===== src/rtl/button_reader.sv =====
// button_reader: synchronize, debounce and classify a push-button into event strobes.
// Ports: clk (27 MHz), rst (sync, active-high), btn_in (raw async pin),
//        btn_level (debounced, 1 = pressed), press_pulse / release_pulse /
//        long_pulse / repeat_pulse (one-cycle strobes), press_count (16-bit, wraps).
// Optional feature: define BTN_REPEAT_EN to enable auto-repeat while held.
module button_reader #(
    parameter int DEBOUNCE_CYCLES = 270_000,
    parameter int LONG_CYCLES     = 27_000_000,
    parameter int REPEAT_CYCLES   = 6_750_000,
    parameter int ACTIVE_LOW      = 1
) (
    input  logic        clk,
    input  logic        rst,
    input  logic        btn_in,
    output logic        btn_level,
    output logic        press_pulse,
    output logic        release_pulse,
    output logic        long_pulse,
    output logic        repeat_pulse,
    output logic [15:0] press_count
);
    localparam int DW = $clog2(DEBOUNCE_CYCLES + 1);
    localparam int HMAX = LONG_CYCLES > REPEAT_CYCLES ? LONG_CYCLES : REPEAT_CYCLES;
    localparam int HW = $clog2(HMAX + 1);
    localparam logic REL = ACTIVE_LOW != 0;
    localparam logic [1:0] IDLE = 2'd0;
    localparam logic [1:0] PRESSED = 2'd1;
    localparam logic [1:0] HELD = 2'd2;
    logic          s1, s2, s, settle, rise, fall;
    logic [DW-1:0] dcnt;
    logic [HW-1:0] hold;
    logic [1:0]    state;
    always_comb begin
        s = REL ? ~s2 : s2;
        settle = (s != btn_level) && (dcnt == DW'(DEBOUNCE_CYCLES - 1));
        rise = settle && s;
        fall = settle && !s;
    end
    always_ff @(posedge clk) begin
        if (rst) begin
            s1 <= REL;
            s2 <= REL;
            dcnt <= '0;
            btn_level <= 1'b0;
            state <= IDLE;
            hold <= '0;
            press_pulse <= 1'b0;
            release_pulse <= 1'b0;
            long_pulse <= 1'b0;
            press_count <= '0;
`ifdef BTN_REPEAT_EN
            repeat_pulse <= 1'b0;
`endif
        end else begin
            s1 <= btn_in;
            s2 <= s1;
            dcnt <= (s == btn_level || settle) ? '0 : dcnt + 1'b1;
            if (settle)
                btn_level <= s;
            press_pulse <= 1'b0;
            release_pulse <= 1'b0;
            long_pulse <= 1'b0;
`ifdef BTN_REPEAT_EN
            repeat_pulse <= 1'b0;
`endif
            // a release always wins over a long/repeat limit on the same edge
            if (fall) begin
                state <= IDLE;
                release_pulse <= 1'b1;
                hold <= '0;
            end else if (state == IDLE) begin
                if (rise) begin
                    state <= PRESSED;
                    press_pulse <= 1'b1;
                    hold <= '0;
                    press_count <= press_count + 1'b1;
                end
            end else if (state == PRESSED) begin
                if (hold == HW'(LONG_CYCLES - 1)) begin
                    state <= HELD;
                    long_pulse <= 1'b1;
                    hold <= '0;
                end else begin
                    hold <= hold + 1'b1;
                end
            end else begin
`ifdef BTN_REPEAT_EN
                if (hold == HW'(REPEAT_CYCLES - 1)) begin
                    repeat_pulse <= 1'b1;
                    hold <= '0;
                end else begin
                    hold <= hold + 1'b1;
                end
`endif
            end
        end
    end
`ifndef BTN_REPEAT_EN
    assign repeat_pulse = 1'b0;
`endif
endmodule


===== config.mk =====
export PLATFORM = sky130hd
export DESIGN_NAME = button_reader
export DESIGN_NICKNAME = d
export VERILOG_FILES = /design/src/rtl/button_reader.sv
export SDC_FILE = /design/constraint.sdc
export NUM_CORES = 1
export LEC_CHECK = 0
export ABC_AREA = 0
export BUFFER_PORTS_ARGS = -buffer_cell sky130_fd_sc_hd__buf_2
export CORE_AREA = 4 4 95 88
export CTS_CLUSTER_SIZE = 8
export DETAILED_ROUTE_END_ITERATION = 10
export DIE_AREA = 0 0 99 92
export PLACE_DENSITY = 0.76
export SLEW_MARGIN = 15
export SYNTH_ARGS = -nofsm -noshare
export SYNTH_HDL_FRONTEND = slang
export SYNTH_SLANG_ARGS = --single-unit

===== constraint.sdc =====
create_clock -name clk -period 3.8 [get_ports clk]
set_clock_uncertainty 0.2 [all_clocks]
set_input_delay 0.19 -clock clk [delete_from_list [all_inputs] [get_ports clk]]
set_output_delay 0.19 -clock clk [all_outputs]
set_load 0.05 [all_outputs]

; Word level (Yosys, flattened, before mapping)
; Index checks and enable logic that the tools add are counted.
[totals]
register_bits = 68
in_bits = 3
output_inout_bits = 21
elab_cells = 48
[classes]
n_addsub = 3
n_eq_ne = 6
n_mux = 11
bitwise_logic = 4
n_reduce_logical = 14
[op_table]
columns = op, count
row1 = 25-bit two-way mux, 4
row2 = "25-bit by 1-bit adder with 25-bit output, second input constant", 1
row3 = "25-bit == test, second input constant", 1
row4 = "19-bit by 1-bit adder with 19-bit output, second input constant", 1
row5 = "19-bit == test, second input constant", 1
row6 = "16-bit by 1-bit adder with 16-bit output, second input constant", 1
row7 = 2-bit two-way mux, 4
row8 = 3-bit AND reduction, 2
row9 = 1-bit NOT, 4
row10 = 2-bit nonzero test, 2
row11 = 2-bit OR reduction, 2
row12 = 4-bit OR reduction, 1
row13 = 1-bit logical AND, 3
row14 = 1-bit two-way mux, 3
row15 = 3-bit OR reduction, 1
row16 = "2-bit by 1-bit == test with 1-bit output, second input constant", 1
row17 = 2-bit zero test, 1
row18 = "2-bit != test, second input constant", 1
row19 = 2-bit AND reduction, 1
row20 = 1-bit == test, 1
row21 = 1-bit logical OR, 1
row22 = 1-bit != test, 1

; Depth between registers and ports, before layout
[logic_depth]
word_depth = 6
mapped_depth = 7
depth_no_buf = 6

; Worst setup path before layout
; No wires, ideal clock.
[synth_timing]
kind = register -> register
startpoint = reg btn_level
endpoint = reg press_count[11]
setup_ps = 121
arrival_time_ps = 2045
slack_ps = 1434
path_stages_with_launch = 6
synth_period_minus_slack_ps = 2366
cell_sequence = dfxtp_1 nor3_1 nand3b_4 or3_4 nor3_1 mux2_2
[synth_between]
elab_chain_len = 5
elab_cells_between_ends = 6
classes_between = eq/ne: 1 / bitwise: 1 / reduce/logical: 4
[synth_rtl]
columns = element, line
row1 = from (decl), 15  ; output logic btn_level,
row2 = from (signal assigned), 59  ; btn_level <= s;
row3 = 1-bit != test (*), 35  ; settle = (s != btn_level) && (dcnt == DW'(DEBOUNCE_CYCLES - 1));
row4 = 1-bit logical AND (*), 35
row5 = 1-bit logical AND, 37  ; fall = settle && !s;
row6 = 1-bit NOT (no source line), -
row7 = 3-bit AND reduction (no source line) (*), -
row8 = to (signal assigned), 76  ; press_count <= press_count + 1'b1;
row9 = to (decl), 20  ; output logic [15:0] press_count
; Mark *: on every way between the ends. The rest lies on a longest branch, timed or not.
; A chain may end at the register's enable or synchronous reset.

; Worst setup path in the final report
[layout_timing]
startpoint = reg dcnt[12]
endpoint = reg hold[10]
[layout_between]
elab_chain_len = 5
elab_cells_between_ends = 7
classes_between = eq/ne: 2 / reduce/logical: 5
[layout_rtl]
columns = element, line
row1 = from (decl), 30  ; logic [DW-1:0] dcnt;
row2 = from (signal assigned), 57  ; dcnt <= (s == btn_level || settle) ? '0 : dcnt + 1'b1;
row3 = 19-bit == test (*), 35
row4 = 1-bit logical AND (*), 35
row5 = 1-bit logical AND, 36  ; rise = settle && s;
row6 = 2-bit != test (no source line), -
row7 = 2-bit AND reduction (no source line), -
row8 = to (signal assigned), 84  ; hold <= hold + 1'b1;
row9 = to (decl), 31  ; logic [HW-1:0] hold;
; Marked as above.

==> impl_results.md <==
- Most frequent cells in the layout: 68 x dfxtp_1, 47 x nor2_1, 41 x nand2_1
- Core Region: about 7400 um^2
- Cell Pwr Density: 341.2 nW/um^2
- R2r setup slk: between 1 and 1.5 ns
- Chip Width: 99 um
- Die footprint: slightly above 9000 um^2
- Tot Pwr: between 1000 and 1500 uW
- Cell Area, Synth: 3631 um^2
- Worst VDD drop: around 0.00023 V
- Total CTS buffers: 9
- Worst stage delay on the critical path: approximately 0.48 ns
- RSZ-0062 raised after global routing: no
- Number of fillers in the final layout: about 690
- Critical path type: flip-flop to flip-flop
- # rows: 30
- IO Count: 24
- Crit path max-delay family: simple AND/OR/NAND/NOR gates
- Detailed Place HPWL: between 5000 and 6000 um
- GRT Total Usage: 18.86%
- Final WL: around 8200 um
- GPL Wtd Cong: about 0.82
- Mean post-synth cell area: ~8.4 um^2
- PortBufs: 22
- Post-CTS setup buffers: 0
- WHS Endpoint: press_count[0]$_SDFFE_PP0P_
- Avg WL per Cell: ~15 um
- Initial Util: 49.10%
- Antenna cell count: 0
- # nets final: between 400 and 500
- Via/cell ratio: 5.960
- Max-cap violations: 0
- DRT antenna net count: 0
- H-tree Lvls: 3
- Fmax: between 300 and 400 MHz
- Total grt overflow: 0
- Final setup fails: 0
- Via count: 3254
- Period utilization: 67.24%
- Critical path cell sequence: nor4b_2 -> and3b_1 -> a31oi_2 -> or3_1 -> a21oi_1
- Clock transition at path regs: roughly 0.080 ns
- Most common cell after layout, fill and taps aside: dfxtp_1
- Hold WS: about 0.12 ns
- Slew HR: 37.63%
- Vias in the first global route: 3034
- Share of cells above drive strength 1: 14.89%
- Layout area overhead: 8.132%
- FF-to-FF path depth: 5
- Post-layout min period: 2.555 ns
- DR pass1 iterations: 5
- WHS Path Cells: 2
- Worst-Margin Slew: a little over 0.9 ns
- Hold Path Origin: rst
- Worst Path Arrival: ~2.6 ns
- Final setup margin: around 1.2 ns
- Die height: 92 um
- Root buffer cell: clkbuf_8
- Class of the worst hold path: input port to flip-flop
- Iter 0 DRT Violations: roughly 200
- Clock sink count: around 70
- DRC violations left: 0
- Clk_lat worst skew: approximately 0.35 ns
- Pin count of the biggest net entering global routing: 37
- Post-route setup TNS: 0 ns
- Netlist cell types: 60
- Slowest CP cell: or3_1
- Post-synthesis sequential area ratio: 37.49%
- LEAKAGE: between 0.001 and 0.0015 uW
- Max-slew violation count: 0
- Post-Syn Instances: 433
- Yosys warns: 0
- Startpoint type of the worst setup path: flip-flop
- Worst r2r src: dcnt[12]$_SDFF_PP0_
- CP Capture Type: flip-flop
- Wire length of the first global-routing pass: ~14000 um
- CP bufs+invs: 0
- Max FO, Critical Path: 19
- Critical Path RT: 3.88 ns
- Outcome: completed
- Place WS: roughly 1.3 ns
- CTS tree: yes
- Bufs on Longest Clock Path: 2
- Reg2reg end: hold[10]$_SDFFE_PP0P_
- Final hold vios: 0
- Seq cells post-synth: between 60 and 70
- Initial antenna violation count: 0
- Post-CTS Resized: 0
- Syn nets: approximately 440
## sequential cells by signal, indices dropped and copies added, names as in the netlist, 2 cells and up
register,count
press_count,16
hold,25
dcnt,19
state,2
## how the worst max path moves through the flow
stage / endpoint / from / slack, ns / depth (start not counted)
floorplan: press_count[11]$_SDFFE_PP0P_ / btn_level$_SDFFE_PP0N_ / 1.43 / 5
global placement: press_count[11]$_SDFFE_PP0P_ / dcnt[0]$_SDFF_PP0_ / 1.38 / 6
detailed placement: hold[10]$_SDFFE_PP0P_ / dcnt[12]$_SDFF_PP0_ / 1.30 / 5
CTS: hold[10]$_SDFFE_PP0P_ / dcnt[12]$_SDFF_PP0_ / 1.26 / 5
global route: hold[10]$_SDFFE_PP0P_ / dcnt[12]$_SDFF_PP0_ / 1.01 / 5
finish: hold[10]$_SDFFE_PP0P_ / dcnt[12]$_SDFF_PP0_ / 1.24 / 5
## Yosys cell counts, drive strengths merged
master    n  area [um^2]
a211oi    1        7.510
a21boi    1        7.510
a21oi    17        85.08
a22oi     1        7.510
a31o      1        8.760
a31oi    16        106.4
a32oi     1        8.760
a41o      1        11.26
a41oi     4        35.03
and3      5        32.53
and3b     1        8.760
and4      7        61.31
buf       9        58.80
bufbuf    1        32.53
clkbuf   13        61.31
conb      1        3.750
dfxtp    68         1361
ha        3        37.54
inv       4        15.01
mux2      7        78.83
mux2i     1        10.01
nand2    41        153.9
nand2b    3        18.77
nand3    36        180.2
nand3b    3        35.03
nand4    28        205.2
nand4b    2        17.52
nand4bb   1        27.53
nor2     47        176.4
nor2b     8        50.05
nor3     26        146.4
nor3b     3        22.52
nor4     13        96.34
nor4b     2        30.03
o2111ai   1        8.760
o21ai     8        40.03
o21bai    3        22.52
o22ai     1        6.260
or2       5        31.28
or3       8        56.31
or4       6        46.30
or4b      1        10.01
xnor2    12        105.1
xor2     12        105.1
## metrics by stage
step           instances  area (um^2)  util [%]
2_1_floorplan        433         3631         -
3_3_place_gp         529         3716     50.25
3_5_place_dp         529         3716     50.25
4_1_cts              546         3926     53.10
5_1_grt              546         3926     53.10
6_report             546         3926     53.10
## power breakdown
group          switching (uW)  total [uW]  internal (uW)
Combinational            16.9        22.8           5.85
Sequential               1.15         714            713
Clock                     297         603            306
## cells by family (layout without fill, tap and decap cells)
logic type	Yosys count	in the layout	synth area share, %
fa+ha+maj	3	3	1.034
compound gates	56	56	9.786
flops	68	68	37.49
xor+xnor	24	24	5.789
other cells	1	1	0.1033
mux	8	8	2.447
simple gates	246	246	38.73
buf+inv	27	44	4.617
## metal layers
layer / vias up / wire, um / global-route usage (%) / part of all wire [%]
li1: 1620 / - / - / -
met1: 1539 / 3676 / 23.89 / 45
met2: 80 / 3969 / 30.54 / 49
met3: 15 / 397 / 4.487 / 4.9
met4: 0 / 133 / 8.077 / 1.6
met5: - / 0 / 0 / 0
## layout make-up
cell class	count	area (um^2)	share of cell area, %
Clock buffer	9	123.9	3.155
Clock inverter	7	76.32	1.944
Inverter	4	15.01	0.3824
Multi-Input combinational cell	338	2102	53.54
Sequential cell	68	1361	34.67
Tap cell	96	120.1	3.059
Timing Repair Buffer	24	127.6	3.250
## repair_timing
action                     4_1_cts  5_1_grt
hold buffers                     1        0
hold endpoints to repair         1        0
setup endpoints to repair        0        0
(Power assumes the default switching activity.)
